### src/rtl/etapa_decodificacion.sv
// Instruction-decode stage: buffers every fetched word in a small FIFO, decodes the
// head, reads a bypassed register file and drives a registered ID/EX bundle.
module etapa_decodificacion #(
  parameter int         FIFO_DEPTH = 4,
  parameter int         NREG       = 16,
  parameter logic [4:0] HALT_OP    = 5'b01011
) (
  input  logic        clk,
  input  logic        rst,
  input  logic [31:0] Instruccion,
  input  logic        Done,
  input  logic        stall,
  input  logic        flush,
  input  logic        wb_en,
  input  logic [3:0]  wb_addr,
  input  logic [31:0] wb_data,
  output logic        id_valid,
  output logic [4:0]  id_opcode,
  output logic [3:0]  id_rd,
  output logic [31:0] id_rs1_data,
  output logic [31:0] id_rs2_data,
  output logic [31:0] id_imm,
  output logic        halted,
  output logic        overflow
);

  localparam int PW = $clog2(FIFO_DEPTH);

  localparam logic [1:0] ST_WARM   = 2'd0;
  localparam logic [1:0] ST_RUN    = 2'd1;
  localparam logic [1:0] ST_DRAIN  = 2'd2;
  localparam logic [1:0] ST_HALTED = 2'd3;

  // A zero HALT_OP would be indistinguishable from an idle fetch bus.
  generate
    if (FIFO_DEPTH < 2 || (FIFO_DEPTH & (FIFO_DEPTH - 1)) != 0 ||
        NREG < 2 || NREG > 16 || HALT_OP == 5'd0) begin : g_bad_param
      $error("etapa_decodificacion: unsupported parameter set");
    end
  endgenerate

  logic [1:0]  state;
  logic [PW:0] wr_ptr;
  logic [PW:0] rd_ptr;
  logic [31:0] fifo_mem [FIFO_DEPTH];
  logic [31:0] rf [NREG];

  logic        fifo_empty;
  logic        fifo_full;
  logic        active;
  logic        do_pop;
  logic        do_push;
  logic        push_fits;
  logic [31:0] head;
  logic [3:0]  rs1;
  logic [3:0]  rs2;
  logic [31:0] rs1_val;
  logic [31:0] rs2_val;

  // Pointers carry one extra wrap bit so full and empty are distinguishable.
  assign fifo_empty = (wr_ptr == rd_ptr);
  assign fifo_full  = (wr_ptr[PW] != rd_ptr[PW]) && (wr_ptr[PW-1:0] == rd_ptr[PW-1:0]);
  assign active     = (state == ST_RUN) || (state == ST_DRAIN);
  assign do_pop     = active && !flush && !stall && !fifo_empty;
  assign do_push    = (state == ST_RUN) && !Done && !flush;
  assign push_fits  = !fifo_full || do_pop;

  assign head = fifo_mem[rd_ptr[PW-1:0]];
  assign rs1  = head[22:19];
  assign rs2  = head[18:15];

  // Same-cycle writeback wins over the stored value; register 0 always reads zero.
  always_comb begin
    rs1_val = rf[rs1];
    rs2_val = rf[rs2];
    if (wb_en && wb_addr == rs1) rs1_val = wb_data;
    if (wb_en && wb_addr == rs2) rs2_val = wb_data;
    if (rs1 == 4'd0) rs1_val = '0;
    if (rs2 == 4'd0) rs2_val = '0;
  end

  always_ff @(posedge clk) begin
    if (rst) begin
      for (int i = 0; i < NREG; i++) rf[i] <= '0;
    end else if (wb_en && wb_addr != 4'd0) begin
      rf[wb_addr] <= wb_data;
    end
  end

  // At full occupancy a simultaneous pop frees the slot being overwritten.
  always_ff @(posedge clk) begin
    if (!rst && do_push && push_fits) fifo_mem[wr_ptr[PW-1:0]] <= Instruccion;
  end

  always_ff @(posedge clk) begin
    if (rst) begin
      state       <= ST_WARM;
      wr_ptr      <= '0;
      rd_ptr      <= '0;
      id_valid    <= 1'b0;
      id_opcode   <= '0;
      id_rd       <= '0;
      id_rs1_data <= '0;
      id_rs2_data <= '0;
      id_imm      <= '0;
      halted      <= 1'b0;
      overflow    <= 1'b0;
    end else begin
      case (state)
        ST_WARM:  state <= ST_RUN;
        ST_RUN:   if (Done && !flush) state <= ST_DRAIN;
        ST_DRAIN: begin
          if (flush) begin
            state <= ST_RUN;
          end else if (fifo_empty) begin
            state  <= ST_HALTED;
            halted <= 1'b1;
          end
        end
        default: ;
      endcase

      if (active) begin
        if (flush) begin
          wr_ptr   <= '0;
          rd_ptr   <= '0;
          id_valid <= 1'b0;
        end else begin
          if (!stall) id_valid <= do_pop;
          if (state == ST_DRAIN && fifo_empty) id_valid <= 1'b0;
          if (do_pop) begin
            rd_ptr      <= rd_ptr + 1'b1;
            id_opcode   <= head[31:27];
            id_rd       <= head[26:23];
            id_rs1_data <= rs1_val;
            id_rs2_data <= rs2_val;
            id_imm      <= {{13{head[18]}}, head[18:0]};
          end
          if (do_push) begin
            if (push_fits) wr_ptr <= wr_ptr + 1'b1;
            else overflow <= 1'b1;
          end
        end
      end
    end
  end

endmodule

### config.mk
export PLATFORM = sky130hd
export DESIGN_NAME = etapa_decodificacion
export DESIGN_NICKNAME = d
export VERILOG_FILES = /design/src/rtl/etapa_decodificacion.sv
export SDC_FILE = /design/constraint.sdc
export NUM_CORES = 1
export LEC_CHECK = 0
export BUFFER_PORTS_ARGS = -buffer_cell sky130_fd_sc_hd__buf_2
export CAP_MARGIN = 20
export CORE_ASPECT_RATIO = 0.8
export CORE_MARGIN = 8
export CORE_UTILIZATION = 35
export CTS_BUF_LIST = sky130_fd_sc_hd__clkbuf_4 sky130_fd_sc_hd__clkbuf_8
export DETAILED_ROUTE_END_ITERATION = 8
export HOLD_SLACK_MARGIN = 0.08
export PLACE_DENSITY = 0.5
export SYNTH_ARGS = -nofsm -noshare
export SYNTH_HDL_FRONTEND = slang
export SYNTH_SLANG_ARGS = --single-unit
### constraint.sdc
create_clock -name clk -period 7.3 [get_ports clk]
set_input_delay 0.73 -clock clk [delete_from_list [all_inputs] [get_ports clk]]
set_output_delay 0.73 -clock clk [all_outputs]
set_load 0.02 [all_outputs]
Word level (Yosys, flattened, before mapping):

Memories as Yosys holds them, arrays and structs flattened. A register that Yosys moved wholly into a read port is not among the register bits.
Index checks and enable logic that the tools add are counted.

* add/sub/neg operators: 2
* equal/unequal tests: 10
* muxes and demuxes: 28
* bitwise gates (word level): 2
* reduce and logical (&&, ||, !) cells: 37

Operator list (count)
* 32-bit two-way mux: 5
* 32-bit OR reduction: 1
* 3-bit two-way mux: 5
* 1-bit logical AND: 13
* 3-bit AND reduction: 4
* 1-bit two-way mux: 11
* 2-bit two-way mux: 5
* 4-bit == test: 2
* 4-bit zero test: 2
* 3-bit by 1-bit adder with 3-bit output, second input constant: 2
* 1-bit zero test: 6
* 2-bit case mux with 3 select lines: 1
* 2-bit nonzero test: 3
* 4-bit two-way mux: 1
* 2-bit AND reduction: 2
* 4-bit AND reduction: 1
* 4-bit nonzero test: 1
* 3-bit == test: 1
* 3-bit by 1-bit != test with 1-bit output, second input constant: 1
* 3-bit != test, second input constant: 1
* 3-bit nonzero test: 1
* 2-bit by 1-bit == test with 1-bit output, second input constant: 1
* 2-bit == test: 1
* 2-bit == test, second input constant: 1
* 5 further kinds: 7

* flip-flop bits (word level): 103
* memory bits (writable): 640
* input bits: 74
* output and inout bits: 108
* logic and storage cells: 92
* memories: 2

Memories
* rf: words 16, width 32, read ports 2, clocked after Yosys merged registers in 0, wr ports 16, line 46 `logic [31:0] rf [NREG];`
* fifo_mem: words 4, width 32, read ports 1, clocked after Yosys merged registers in 1, wr ports 1, line 45 `logic [31:0] fifo_mem [FIFO_DEPTH];`

Longest topological paths before layout:

* word-level depth: 9
* gate-level depth with buffers: 10
* depth with buffers taken out: 8

Worst setup path before layout:

OpenSTA, ideal clock, no wires.

* kind: in2reg
* start point: input flush
* end point: memory fifo_mem[3][0] (enable)
* library setup time: 0.392 ns
* data arrival time: 2.299 ns
* required time: 6.908 ns
* slack: 4.609 ns
* stages on the path: 5
* path buffers: 1
* cell sequence: clkbuf_1 nor3_1 o31ai_1 nor3_1 and2_1

* longest elaborated chain between the ends: 8
* elaborated cells on any way between the ends: 10
* those cells by class: mux (2); reduce/logical (8)

RTL lines
* from (decl): line 13 `input logic flush,`
* 1-bit zero test (*): line 64, 65
* 1-bit logical AND (3 in series): line 64 `assign do_pop = active && !flush && !stall && !fifo_empty;`
* 1-bit logical OR: line 66 `assign push_fits = !fifo_full || do_pop;`
* 1-bit logical AND (*): line 92 `if (!rst && do_push && push_fits) fifo_mem[wr_ptr[PW-1:0]] <= Instruccion;`
* 1-bit two-way mux (*): line 92
* 1-bit two-way mux (implied by the code) (*): line 92
* to (decl): line 45

Every way passes the cells marked *; elsewhere a longest branch is shown, timed or not.

==> report_table.html <==
<table>
<tr><th>Metric</th><th>Value</th></tr>
<tr><th colspan="2">Placement</th></tr>
<tr><td>Weighted congestion at the end of routability-driven global placement</td><td>0.762</td></tr>
<tr><td>Detail Placement HPWL</td><td>63300 um</td></tr>
<tr><td>Pre-CTS setup slack</td><td>2.98 ns</td></tr>
<tr><td>Port bufs</td><td>181</td></tr>
<tr><th colspan="2">Worst setup path</th></tr>
<tr><td>Kind of end point of the critical path</td><td>flop</td></tr>
<tr><td>Library cell appearing most often on the critical path</td><td>buf_4</td></tr>
<tr><td>Critical setup path kind</td><td>reg2reg</td></tr>
<tr><td>Worst path required time</td><td>8.02 ns</td></tr>
<tr><td>Largest stage delay, worst path</td><td>0.96 ns</td></tr>
<tr><td>Largest delay contributor family on the critical path</td><td>buffers and inverters</td></tr>
<tr><td>Biggest fanout along the worst timing path</td><td>38</td></tr>
<tr><td>WP data arrival</td><td>4.85 ns</td></tr>
<tr><td>Critical path, cell by cell</td><td>mux4_4 -&gt; buf_4 -&gt; xor2_1 -&gt; nor3_4 -&gt; buf_4 -&gt; a22oi_1 -&gt; o221ai_1</td></tr>
<tr><td>Crit path max-delay cell type</td><td>mux4_4</td></tr>
<tr><td>Critical path startpoint category</td><td>flop</td></tr>
<tr><td>Critical path buffer and inverter count</td><td>2</td></tr>
<tr><th colspan="2">STA</th></tr>
<tr><td>Relative max-transition margin</td><td>22.7%</td></tr>
<tr><td>Setup repair after global routing missed its margin</td><td>false</td></tr>
<tr><td>Time the worst path needs with I/O delays and setup</td><td>4.12 ns</td></tr>
<tr><td>Total setup violations reported at the end of the flow</td><td>0</td></tr>
<tr><td>Top achievable clock speed</td><td>242 MHz</td></tr>
<tr><td>Number of max-slew violations in the final report</td><td>0</td></tr>
<tr><td>Final worst clock skew</td><td>0.0419 ns</td></tr>
<tr><td>Final WS setup</td><td>3.18 ns</td></tr>
<tr><td>Share of the clock period used by the worst path</td><td>56.5%</td></tr>
<tr><td>Hold violation total from the final report</td><td>0</td></tr>
<tr><td>Actual slew at the worst max-slew pin</td><td>1.16 ns</td></tr>
<tr><td>TNS Setup</td><td>0 ns</td></tr>
<tr><th colspan="2">Yosys</th></tr>
<tr><td>Sequential area share after synthesis</td><td>59.4%</td></tr>
<tr><td>Adder-cell area share of the yosys netlist</td><td>0.279%</td></tr>
<tr><td>Library cells used by synthesis</td><td>56</td></tr>
<tr><td>Share of cell area taken by muxes after synthesis</td><td>19.1%</td></tr>
<tr><td>Compound-gate portion of the synthesized area</td><td>6.81%</td></tr>
<tr><td>Cells after Synth</td><td>2474</td></tr>
<tr><td>Number of enable-type register cells in the synthesized netlist</td><td>640</td></tr>
<tr><td>Register bit total from synthesis</td><td>745</td></tr>
<tr><td>Average instance area after synthesis</td><td>14.5 um2</td></tr>
<tr><td>Post-synthesis share of cell area spent on xor and xnor gates</td><td>0.317%</td></tr>
<tr><td>Simple logic cell fraction of the synthesized area</td><td>10.9%</td></tr>
<tr><td>Cell area after synthesis</td><td>35900 um2</td></tr>
<tr><td>Most used flip-flop cell after synthesis</td><td>edfxtp_1</td></tr>
<tr><td>Largest family of logic cells by synthesized area</td><td>multiplexers</td></tr>
<tr><td>Async S/R FF share, synth</td><td>0%</td></tr>
<tr><td>Number of warnings issued by yosys</td><td>0</td></tr>
<tr><th colspan="2">Global route</th></tr>
<tr><td>Largest net degree at the start of global routing</td><td>137</td></tr>
<tr><td>Residual overflow from global routing</td><td>0</td></tr>
<tr><td>Initial antenna violation count</td><td>13</td></tr>
<tr><td>Overall fraction of global-route tracks in use</td><td>20.8%</td></tr>
<tr><td>Via count of the first global-routing pass</td><td>24000</td></tr>
<tr><td>First-pass GRT wire length</td><td>171000 um</td></tr>
<tr><th colspan="2">Clock network</th></tr>
<tr><td>Clock Path Buffers</td><td>3</td></tr>
<tr><td>H-tree levels</td><td>4</td></tr>
<tr><td>Clk sinks</td><td>745</td></tr>
<tr><td>Post-CTS Repair Setup Buffers</td><td>0</td></tr>
<tr><td>CTS root buffer</td><td>clkbuf_8</td></tr>
<tr><td>Later-pin clock latency in the skew report</td><td>0.83 ns</td></tr>
<tr><td>TritonCTS clock tree</td><td>built</td></tr>
<tr><td>Number of buffers created by CTS</td><td>130</td></tr>
<tr><td>Clock slew seen by the registers of the worst setup and hold paths</td><td>0.06 ns</td></tr>
<tr><th colspan="2">Final layout</th></tr>
<tr><td>Fraction of layout instances using a drive strength above 1</td><td>24.7%</td></tr>
<tr><td>Post-layout nets</td><td>2755</td></tr>
<tr><td>Growth of design area from synthesis to finish</td><td>14.5%</td></tr>
<tr><th colspan="2">Routing</th></tr>
<tr><td>Antenna-violating nets left</td><td>0</td></tr>
<tr><td>Total routed wirelength</td><td>120000 um</td></tr>
<tr><td>Via count</td><td>22900</td></tr>
<tr><td>First-pass iteration count of the detailed router</td><td>5</td></tr>
<tr><td>Total DRC errors in the routed layout</td><td>0</td></tr>
<tr><td>Post-DR wirelength/cell</td><td>29.0 um</td></tr>
<tr><td>Number of vias per cell</td><td>5.55</td></tr>
<tr><td>Count of routing violations after the opening detailed-route iteration</td><td>1949</td></tr>
<tr><th colspan="2">Status</th></tr>
<tr><td>Status</td><td>completed</td></tr>
<tr><th colspan="2">Floorplanning</th></tr>
<tr><td>Number of top-level pins</td><td>182</td></tr>
<tr><td>Die boundary width</td><td>374 um</td></tr>
<tr><td>Number of placement rows</td><td>105</td></tr>
<tr><td>Initial Util</td><td>35.2%</td></tr>
<tr><td>Die Y</td><td>302 um</td></tr>
<tr><td>Core region area</td><td>102000 um2</td></tr>
<tr><td>Area of the die</td><td>113000 um2</td></tr>
<tr><th colspan="2">Min path</th></tr>
<tr><td>Hold Path Origin</td><td>wb_data[13]</td></tr>
<tr><td>Worst min-delay path class</td><td>in2reg</td></tr>
<tr><th colspan="2">Power and ir drop</th></tr>
<tr><td>Largest voltage drop on the vdd net</td><td>0.000177 V</td></tr>
<tr><td>Standby leakage power</td><td>15.1 nW</td></tr>
<tr><td>Overall power consumption</td><td>9.43 mW</td></tr>
<tr><td>PwrDens</td><td>229 nW/um2</td></tr>
<tr><th colspan="2">Flow run</th></tr>
<tr><td>Number of max-cap violations</td><td>0</td></tr>
</table>
cells in the final DEF (no fill, tap or decap), types with 32 or more instances in the layout:
cell / instances
edfxtp_1: 640
and2_1: 484
mux2i_1: 323
buf_2: 180
mux4_2: 156
clkbuf_8: 149
a22oi_1: 135
dfxtp_1: 104
nand2_1: 96
a32oi_1: 65
buf_4: 56
clkbuf_4: 52
a21oi_1: 35
dlygate4sd3_1: 32
conb_1: 32
worst register-to-register path: stages (launching register included):
cell and delay, ns:
dfxtp_2 0.79, mux4_4 0.98, buf_4 0.65, xor2_1 0.36, nor3_4 0.24, buf_4 0.72, a22oi_1 0.16, o221ai_1 0.12
through the flow:
stage               hold slack (ns)  util (%)  area [um2]  instances
floorplan                     0.503         -       36000       2505
global placement              0.440      37.3       38100       3844
detailed placement            0.444      37.3       38100       3844
CTS                           0.238      40.2       41000       4113
global route                  0.317      40.2       41100       4118
finish                        0.335      40.3       41100       4124
kinds of logic after synthesis:
| group | after synthesis |
|---|---|
| multiplexers | 486 |
| AND/OR/NAND/NOR | 674 |
| other | 1 |
| flip-flops | 745 |
| AO/OA/AOI/OAI | 306 |
| buffers and inverters | 241 |
| XOR/XNOR | 13 |
| adder cells (fa/ha/maj) | 8 |
what timing repair did:
action                    in CTS  in global routing
hold endpoints to repair     128                  0
gates resized for setup        0                  0
hold buffers                  32                  0
layer usage:
layer  GRT usage (%)  vias up  share of wire [%]  wire (um)
met1            27.4    11900                 43      51800
met2            33.8      927                 47      55900
met5               0        -              0.023         27
met4            7.36        4                2.8       3350
met3            4.52      209                7.1       8520
li1                -     9884                  -          -
registers in the layout, summed over array words and instances, names as in the netlist, named ones only:
name	flops
overflow	1
halted	1
wr_ptr	3
id_imm	19
id_valid	1
state	2
rd_ptr	3
fifo_mem	128
id_rd	4
id_opcode	5
rf	512
id_rs1_data	32
id_rs2_data	32
synth_stat cells, drive strengths merged (2+ instances only):
master | number | area [um2]
a211o | 2 | 17.5
a21o | 2 | 15.0
a21oi | 35 | 175
a22oi | 155 | 1260
a31oi | 3 | 25.0
a32oi | 65 | 569
and2 | 485 | 3030
buf | 99 | 593
clkbuf | 136 | 510
dfxtp | 105 | 2100
edfxtp | 640 | 19200
ha | 8 | 100
inv | 6 | 22.5
mux2 | 3 | 33.8
mux2i | 323 | 3230
mux4 | 160 | 3600
nand2 | 96 | 360
nand2b | 6 | 37.5
nand3 | 3 | 15.0
nand3b | 4 | 33.8
nand4 | 3 | 25.0
nor2 | 39 | 149
nor2b | 7 | 43.8
nor3 | 9 | 56.3
o21ai | 2 | 13.8
o221ai | 31 | 272
o31ai | 2 | 15.0
or2 | 15 | 93.8
or3 | 2 | 12.5
xnor2 | 10 | 87.6
xor2 | 3 | 26.3
final cells by class:
| cell class | instances | area [um2] |
|---|---|---|
| Inverter | 6 | 22.5 |
| Timing Repair Buffer | 271 | 1720 |
| Clock inverter | 36 | 195 |
| Antenna cell | 9 | 22.5 |
| Clock buffer | 201 | 2440 |
| Fill cell | 9374 | 61000 |
| Multi-Input combinational cell | 1519 | 13700 |
| Tap cell | 1337 | 1670 |
| Sequential cell | 745 | 21300 |
final timing paths:
path / cells past startpoint / to / slack (ns)
max: 7 / id_rs2_data[31] / 3.18
min: 3 / id_rs1_data[13] / 0.33
max reg2reg: 7 / id_rs2_data[31] / 3.18
min reg2reg: 2 / id_imm[1] / 0.45
power breakdown:
group | total [mW] | switching (mW) | internal [mW]
combinational | 0.594 | 0.369 | 0.225
sequential | 4.90 | 0.0968 | 4.80
clock | 3.93 | 1.80 | 2.13
Note: power is estimated with default switching activity, not from simulation.
